**src/rtl/bgpu_ddr3_pkg.sv**
```systemverilog
// Shared encodings for the DDR3 user port: controller command codes and FSM states.
package bgpu_ddr3_pkg;

  localparam logic [2:0] DDR3_CMD_WRITE = 3'b000;
  localparam logic [2:0] DDR3_CMD_READ  = 3'b001;

  typedef enum logic [2:0] {
    ST_CALIB,
    ST_IDLE,
    ST_WRITE,
    ST_READ_CMD,
    ST_READ_WAIT,
    ST_RESP
  } state_e;

endpackage

```
**src/rtl/bgpu_ddr3_user_port.sv**
```systemverilog
// Single-outstanding request/response bridge onto a DDR3 controller user interface (one BL8 beat).
// Optional read-wait timeout with error response: define BGPU_DDR3_USER_PORT_TIMEOUT_EN.
module bgpu_ddr3_user_port
  import bgpu_ddr3_pkg::*;
#(
  parameter int AddrWidth     = 28,
  parameter int DataWidth     = 256,
  parameter int TimeoutCycles = 1024
) (
  input  logic                   clk_i,
  input  logic                   rst_i,
  input  logic                   req_valid_i,
  output logic                   req_ready_o,
  input  logic                   req_we_i,
  input  logic [AddrWidth-4:0]   req_addr_i,
  input  logic [DataWidth-1:0]   req_wdata_i,
  input  logic [DataWidth/8-1:0] req_strb_i,
  output logic                   rsp_valid_o,
  input  logic                   rsp_ready_i,
  output logic [DataWidth-1:0]   rsp_rdata_o,
  output logic                   rsp_err_o,
  output logic                   rsp_we_o,
  input  logic                   init_calib_complete_i,
  input  logic                   cmd_ready_i,
  output logic                   cmd_en_o,
  output logic [2:0]             cmd_o,
  output logic [AddrWidth-1:0]   addr_o,
  input  logic                   wr_data_rdy_i,
  output logic                   wr_data_en_o,
  output logic [DataWidth-1:0]   wr_data_o,
  output logic                   wr_data_end_o,
  output logic [DataWidth/8-1:0] wr_data_mask_o,
  input  logic                   rd_data_valid_i,
  input  logic                   rd_data_end_i,
  input  logic [DataWidth-1:0]   rd_data_i,
  output logic                   busy_o
);

  state_e                 state_q, state_d;
  logic                   we_q, we_d;
  logic [AddrWidth-4:0]   addr_q, addr_d;
  logic [DataWidth-1:0]   wdata_q, wdata_d;
  logic [DataWidth/8-1:0] mask_q, mask_d;
  logic [DataWidth-1:0]   rdata_q, rdata_d;
  logic                   cmd_done_q, cmd_done_d;
  logic                   data_done_q, data_done_d;

  // Single-beat reads: the burst-end marker carries no information.
  logic unused_rd_end;
  assign unused_rd_end = rd_data_end_i;

`ifdef BGPU_DDR3_USER_PORT_TIMEOUT_EN
  localparam int CntW = (TimeoutCycles > 1) ? $clog2(TimeoutCycles) : 1;
  logic [CntW-1:0] cnt_q, cnt_d;
  logic            err_q, err_d;
  assign rsp_err_o = err_q;
`else
  localparam int unused_timeout = TimeoutCycles;
  assign rsp_err_o = 1'b0;
`endif

  assign req_ready_o    = (state_q == ST_IDLE);
  assign busy_o         = (state_q != ST_IDLE);
  assign cmd_en_o       = ((state_q == ST_WRITE) && !cmd_done_q) || (state_q == ST_READ_CMD);
  assign wr_data_en_o   = (state_q == ST_WRITE) && !data_done_q;
  assign wr_data_end_o  = wr_data_en_o;
  assign cmd_o          = we_q ? DDR3_CMD_WRITE : DDR3_CMD_READ;
  assign addr_o         = {addr_q, 3'b000};
  assign wr_data_o      = wdata_q;
  assign wr_data_mask_o = mask_q;
  assign rsp_valid_o    = (state_q == ST_RESP);
  assign rsp_rdata_o    = rdata_q;
  assign rsp_we_o       = we_q;

  always_comb begin
    state_d     = state_q;
    we_d        = we_q;
    addr_d      = addr_q;
    wdata_d     = wdata_q;
    mask_d      = mask_q;
    rdata_d     = rdata_q;
    cmd_done_d  = cmd_done_q;
    data_done_d = data_done_q;
`ifdef BGPU_DDR3_USER_PORT_TIMEOUT_EN
    err_d = err_q;
    cnt_d = (state_q == ST_READ_WAIT) ? cnt_q + CntW'(1) : '0;
`endif
    case (state_q)
      ST_CALIB: if (init_calib_complete_i) state_d = ST_IDLE;
      ST_IDLE: begin
        if (req_valid_i) begin
          we_d        = req_we_i;
          addr_d      = req_addr_i;
          wdata_d     = req_wdata_i;
          mask_d      = ~req_strb_i;
          cmd_done_d  = 1'b0;
          data_done_d = 1'b0;
          state_d     = req_we_i ? ST_WRITE : ST_READ_CMD;
        end
      end
      ST_WRITE: begin
        // Command and data channels complete independently, in any order.
        cmd_done_d  = cmd_done_q | cmd_ready_i;
        data_done_d = data_done_q | wr_data_rdy_i;
        if (cmd_done_d && data_done_d) begin
          rdata_d = '0;
`ifdef BGPU_DDR3_USER_PORT_TIMEOUT_EN
          err_d = 1'b0;
`endif
          state_d = ST_RESP;
        end
      end
      ST_READ_CMD: if (cmd_ready_i) state_d = ST_READ_WAIT;
      ST_READ_WAIT: begin
        if (rd_data_valid_i) begin
          rdata_d = rd_data_i;
`ifdef BGPU_DDR3_USER_PORT_TIMEOUT_EN
          err_d = 1'b0;
`endif
          state_d = ST_RESP;
        end
`ifdef BGPU_DDR3_USER_PORT_TIMEOUT_EN
        else if (cnt_q == CntW'(TimeoutCycles - 1)) begin
          rdata_d = '0;
          err_d   = 1'b1;
          state_d = ST_RESP;
        end
`endif
      end
      ST_RESP: if (rsp_ready_i) state_d = ST_IDLE;
      default: state_d = ST_CALIB;
    endcase
    // Losing calibration abandons whatever is in flight without a response.
    if (!init_calib_complete_i) state_d = ST_CALIB;
  end

  always_ff @(posedge clk_i) begin
    if (rst_i) begin
      state_q     <= ST_CALIB;
      we_q        <= 1'b0;
      addr_q      <= '0;
      wdata_q     <= '0;
      mask_q      <= '0;
      rdata_q     <= '0;
      cmd_done_q  <= 1'b0;
      data_done_q <= 1'b0;
`ifdef BGPU_DDR3_USER_PORT_TIMEOUT_EN
      err_q <= 1'b0;
      cnt_q <= '0;
`endif
    end else begin
      state_q     <= state_d;
      we_q        <= we_d;
      addr_q      <= addr_d;
      wdata_q     <= wdata_d;
      mask_q      <= mask_d;
      rdata_q     <= rdata_d;
      cmd_done_q  <= cmd_done_d;
      data_done_q <= data_done_d;
`ifdef BGPU_DDR3_USER_PORT_TIMEOUT_EN
      err_q <= err_d;
      cnt_q <= cnt_d;
`endif
    end
  end

endmodule

```
**config.mk**
```make
export PLATFORM = sky130hd
export DESIGN_NAME = bgpu_ddr3_user_port
export DESIGN_NICKNAME = d
export VERILOG_FILES = /design/src/rtl/bgpu_ddr3_pkg.sv /design/src/rtl/bgpu_ddr3_user_port.sv
export SDC_FILE = /design/constraint.sdc
export NUM_CORES = 1
export LEC_CHECK = 0
export CORE_AREA = 2 2 457 459
export DETAILED_ROUTE_END_ITERATION = 6
export DIE_AREA = 0 0 459 461
export SYNTH_ARGS = -nofsm -noshare
export SYNTH_HDL_FRONTEND = slang
export SYNTH_SLANG_ARGS = --single-unit
```
**constraint.sdc**
```tcl
create_clock -name clk_i -period 1.8 [get_ports clk_i]
set_input_delay 0.45 -clock clk_i [delete_from_list [all_inputs] [get_ports clk_i]]
set_output_delay 0.45 -clock clk_i [all_outputs]
set_load 0.03 [all_outputs]
```
==> metrics.txt, run 1 <==
Req. time, crit path between 1 and 1.5 ns; Final Instance Area around 42000 µm²; H-tree lvl count 3; number of synthesized flops with an enable pin 0; Die Area 211600 µm²; CP endpoint kind output pin; Post-Place Cells 6580; synth unique cells 34; Initial Util 0.1180; CP delay by family, top buffers and inverters; Row Count roughly 170; Die Y 461 µm; CTS tree done; number of global-route vias before repair around 26000; Worst path max stage delay 0.38 ns; pin count of the biggest net entering global routing 72; failing checks setup timing; stages on the worst setup path 5; leakage approximately 16 nW; Fillers ~23000; mean cell area of the mapped netlist around 8.5 µm²; Worst-Skew Late Latency 0.71 ns; Final Critical Period about 2.2 ns; Post-DP Area roughly 40000 µm²; min-delay worst type input pin to flip-flop; Crit Path Class flip-flop to output pin; drt pass-1 iters 5; Reg2Reg Depth 7; GP Congestion 0.9110; Startpoint Class flip-flop; register area about 12000 µm²; launching point of the worst reg2reg path state_q[2]; Num CTS Buffers 75; WL final ~150 mm; setup TNS -1.889 ns; initial antenna violation count 53; Die W between 400 and 500 µm; PortBufs 1154; endpoints failing setup 6; Max Cap Viol 0; cell with the most instances after synthesis dfxtp_1; critical path's slowest cell dfxtp_4; commonest cells in the netlist dfxtp_1 (575), nand2_1 (566), a21oi_1 (286), nand3b_1 (257); worst-path cell chain buf_6, inv_4, nor3b_4, buf_6, buf_12; first-pass GRT wire length between 150 and 200 mm; FMAX around 0.46 GHz; Layout Nets between 4000 and 5000; final hold violations 0; clk_skew between 0.03 and 0.04 ns; sequential area share after synthesis 0.4727; DRC Markers 0; First DRT Iteration DRCs around 1800; Total GRT Usage 0.1287; num ports around 1200; CTS Root Buffer Type clkbuf_16; Worst setup endpoint rsp_valid_o; area of the multi-input gates roughly 11000 µm²; detailed placer's ending HPWL approximately 110 mm; most area-hungry cell type in the Yosys netlist dfxtp_1; Worst slew margin 0.5781; Reg clk slew, reported paths 0.06 ns; Top cell by count, worst path buf_6; area grow syn2layout 70.41%; Post-Syn Area about 24000 µm²; Power Total about 33 mW; CTS Sinks approximately 580; Post-synth ARST share 0; Hold-fix buffers, CTS 0; Synth area leaders dfxtp_1 (47%), and3b_1 (9.2%), nand2_1 (8.7%); PnR worst setup slack -0.3704 ns; gr ovfl total 0; VDD IR-drop max between 0.0007 and 0.0008 V; WP data arrival 1.72 ns; Power Density approximately 800 nW/µm²; Final Instance Count excl. Fillers 6757; top cell type's share of synthesized area 0.4727; worst slack, placed -0.4666 ns; register bit count reported by yosys 575; post-DR wirelength/cell between 20 and 25 µm; Primary FF master, synth dfxtp_1; ratio of cells with drive above 1 in the final layout 0.2509; outcome finished with violations; Via density 3.988; vias after detailed routing approximately 27000; Worst Path Max Fanout 5; Core ar. slightly above 200000 µm²; Pins Over Slew Limit 0; unrepaired setup endpoints after global routing yes; worst slew pin tran between 0.6 and 0.7 ns; post-synthesis cell count 2861; Yosys warning total 0; ANT nets after route 0; Critical path origin state_q[2]; final worst-path cycle share 1.206; FF-to-FF End rsp_rdata_o[89]; maximum clock path buffer count 3; Hold Path Depth 3; flop-to-flop setup slack ~0.05 ns; Crit path buffers/inverters 4
cell usage in the layout, fill, tap and decap left out, types with 3 or more instances in the layout:
master | Yosys | layout
clkdlybuf4s50_1 | 0 | 576
nand2_1 | 566 | 565
dfxtp_1 | 575 | 500
buf_4 | 41 | 333
a21oi_1 | 286 | 286
nand3b_1 | 257 | 257
and3b_1 | 256 | 256
a31oi_1 | 256 | 256
o21ai_0 | 250 | 246
buf_2 | 103 | 246
buf_6 | 8 | 95
clkbuf_16 | 0 | 81
buf_12 | 0 | 76
dfxtp_2 | 0 | 70
nor2_1 | 37 | 34
a211oi_2 | 29 | 29
diode_2 | 0 | 23
clkbuf_8 | 0 | 16
clkbuf_1 | 160 | 12
clkinv_2 | 0 | 12
o21ai_1 | 6 | 10
buf_8 | 0 | 7
conb_1 | 1 | 6
dfxtp_4 | 0 | 5
bufinv_16 | 0 | 4
buf_16 | 0 | 4
a211oi_1 | 3 | 3
nor2_4 | 0 | 3
clkinv_16 | 0 | 3
clkinv_4 | 0 | 3
clkbuf_4 | 0 | 3
what timing repair did:
action | in CTS | in global routing
gates cloned | 0 | 6
endpoints found under the setup margin | 534 | 150
pin swaps | 4 | 5
buffers inserted | 4 | 12
resized for setup | 2805 | 43
worst register-to-register path: stages, from the launching register on:
cell      delay, ns
dfxtp_4        0.36
nand2b_4       0.16
buf_6          0.12
buf_4          0.14
nor2_4         0.14
buf_12         0.20
buf_16         0.32
o21ai_0        0.15
kinds of logic after synthesis:
kind of cell / count (synthesis) / synth area share
compound gates: 836 / 0.1950
simple gates: 1130 / 0.2690
other cells: 1 / 0.0001540
buf+inv: 319 / 0.06325
flops: 575 / 0.4727
through the flow:
| step | hold slack [ns] | util |
|---|---|---|
| floorplan | 0.4802 | - |
| global placement | 0.4410 | 0.1928 |
| detailed placement | 0.4463 | 0.1928 |
| CTS | 0.1267 | 0.1988 |
| global route | 0.1856 | 0.2009 |
| finish | 0.1934 | 0.2010 |
routing by layer:
| layer | track usage | up-vias | part of all wire |
|---|---|---|---|
| met3 | 0.05110 | 281 | 0.10 |
| met2 | 0.1996 | 1313 | 0.45 |
| li1 | - | 12337 | - |
| met5 | 0 | - | 0.0012 |
| met4 | 0.06154 | 30 | 0.042 |
| met1 | 0.1543 | 12989 | 0.40 |
sequential cells by signal (all words and copies together) (netlist names):
register,count
rsp_rdata_o,256
wr_data_o,256
wr_data_mask_o,32
addr_q,25
state_q,3
cmd_done_q,1
data_done_q,1
rsp_we_o,1
worst min path at each step:
stage	startpoint	end	slack (ns)
2_1_floorplan	cmd_done_q	cmd_done_q	0.48
3_3_place_gp	wr_data_o[167]	wr_data_o[167]	0.44
3_5_place_dp	wr_data_o[133]	wr_data_o[133]	0.45
4_1_cts	rst_i	rsp_rdata_o[3]	0.13
5_1_grt	rst_i	rsp_rdata_o[3]	0.19
6_report	rst_i	rsp_rdata_o[3]	0.19
final cells by class:
type | instances | share of cell area
Timing Repair Buffer | 1346 | 0.3003
Clock buffer | 103 | 0.05189
Sequential cell | 575 | 0.2799
Inverter | 4 | 0.0004221
Antenna cell | 23 | 0.001387
Tap cell | 2704 | 0.08152
Multi-Input combinational cell | 1972 | 0.2751
Clock inverter | 30 | 0.009437
power by group:
group	internal, mW	switching (mW)
registers	13.0	0.190
clock network	9.06	6.76
logic	2.03	2.18
total	24.1	9.13
Note: power is estimated with default switching activity, not from simulation.
==> run 2: changes to the inputs <==
- TNS_END_PERCENT: not set -> 10
==> metrics.txt, run 2 (synthesis results as in run 1) <==
outcome finished with violations; failing checks setup timing; Die W 459 µm (unchanged); most frequent cells in the layout clkdlybuf4s50_1 (576), nand2_1 (565), dfxtp_1 (522), buf_4 (309), a21oi_1 (286); Final Critical Period 2.169 ns (-0.001742 ns); Reg clk slew, reported paths 0.06 ns (about the same); M3 GR Usage 0.05058 (-0.0005164); unrepaired setup endpoints after global routing yes; PnR worst setup slack -0.3687 ns (+0.001742 ns); CTS tree done; Worst-Skew Late Latency 0.71 ns (about the same); maximum clock path buffer count 3 (unchanged); WP data arrival 1.72 ns (about the same); post-DR wirelength/cell 21.55 µm (-2.2%); Reg2Reg Depth 7 (unchanged); PortBufs 1154 (unchanged); Power Density 809.2 nW/µm² (+1.1%); Req. time, crit path 1.35 ns (about the same); Via density 3.981 (-0.18%); leakage 16.14 nW (-2.0%); min-delay worst type input pin to flip-flop; met1 Use GR 0.1545 (about the same); worst slack, placed -0.4666 ns (unchanged); endpoints failing setup 7 (+1); First DRT Iteration DRCs 1759 (-2.0%); area grow syn2layout 68.31%; final hold violations 0 (unchanged); Num CTS Buffers 75 (unchanged); Hold Slack 0.1904 ns (-0.003006 ns); final worst-path cycle share 1.205 (about the same); Pins Over Slew Limit 0 (unchanged); ANT nets after route 0 (unchanged); GRT Max-Usage Layer met2; Hold Path Depth 3 (unchanged); ratio of cells with drive above 1 in the final layout 0.2423 (-0.008588); initial antenna violation count 51 (-3.8%); drt pass-1 iters 5 (unchanged); Die Area 211600 µm² (unchanged); Row Count 167 (unchanged); Startpoint Class flip-flop; gr ovfl total 0 (unchanged); Core ar. 206400 µm² (unchanged); pin count of the biggest net entering global routing 72 (unchanged); GRT met2 Usage 0.2011 (+0.001508); VDD IR-drop max 0.0007044 V (+0.58%); Die Y 461 µm (unchanged); number of global-route vias before repair 25862 (+0.12%); WL final 145.2 mm (-2.5%); clk_skew 0.03904 ns (+0.0001086 ns); FMAX 0.4611 GHz (about the same); commonest non-fill, non-tap cell in the layout clkdlybuf4s50_1; num ports 1162 (unchanged); Crit Path Class flip-flop to output pin; Hold-fix buffers, CTS 0 (unchanged); GP Congestion 0.9110 (unchanged); detailed placer's ending HPWL 112.7 mm (unchanged); Fillers 22868 (+0.18%); CTS Sinks 575 (unchanged); vias after detailed routing 26823 (-0.47%); Max Cap Viol 0 (unchanged); Initial Util 0.1180 (unchanged); worst slew pin tran 0.6412 ns (+0.008379 ns); Total GRT Usage 0.1286 (about the same); DRC Markers 0 (unchanged); H-tree lvl count 3 (unchanged); first-pass GRT wire length 197.1 mm (-0.12%); Worst slew margin 0.5725 (-0.005586); Layout Nets 4539 (-0.31%); CTS Root Buffer Type clkbuf_16; CP endpoint kind output pin; Worst Path Max Fanout 5 (unchanged)
## run 2: worst max-delay path, stage by stage (launching register included)
cell and delay, ns:
dfxtp_4 0.36, nand2b_4 0.16, buf_4 0.16, nor2_4 0.12, buf_6 0.13, buf_12 0.12
## run 2: report_power, final
| part | total, mW | switching [mW] | leakage (nW) | internal, mW |
|---|---|---|---|---|
| registers | 13.2 | 0.190 | 4.68 | 13.0 |
| logic | 4.18 | 2.18 | 10.2 | 2.00 |
| clock network | 15.8 | 6.74 | 1.25 | 9.06 |
## run 2: path summary, 6_finish.rpt
check | end | startpoint | slack, ns
setup / recovery | cmd_en_o | state_q[2] | -0.37
hold / removal | rsp_rdata_o[3] | rst_i | 0.19
setup reg to reg | rsp_rdata_o[89] | state_q[1] | 0
hold reg to reg | wr_data_o[133] | wr_data_o[133] | 0.45
## run 2: routing by layer
metal / share of wire / vias up
met5: 0.0012 / -
met4: 0.039 / 28
met3: 0.10 / 275
met2: 0.45 / 1323
met1: 0.41 / 12910
li1: - / 12287
## run 2: per-stage QoR
stage	TNS, ns	power [mW]	cell area (µm²)	utilization	cells
after global placement	-125.61	17.72	39810	0.1928	6580
after CTS	-136.65	33.86	42110	0.2040	6717
final	-1.914	33.17	40990	0.1985	6737
after floorplan	-0.1582	14.97	24390	-	2866
after detailed placement	-140.41	17.72	39810	0.1928	6580
after global routing	-3.059	34.40	40970	0.1985	6730
## run 2: layout make-up
type                       instances  area [µm²]  share of cell area
antenna                           17       42.54            0.001038
clock buffer                     103        2153             0.05254
clock inverter                    30       391.6            0.009555
inverter                           4       15.01           0.0003663
multi-input combinational       1972       11420              0.2785
sequential                       575       11590              0.2827
tap                             2704        3383             0.08254
timing repair buffer            1332       12000              0.2927
## run 2: what timing repair did
item,4_1_cts,5_1_grt
pin swaps,4,2
setup buffers,4,3
setup endpoints to repair,534,535
resized for setup,1122,866
endpoints found under the hold margin,0,0
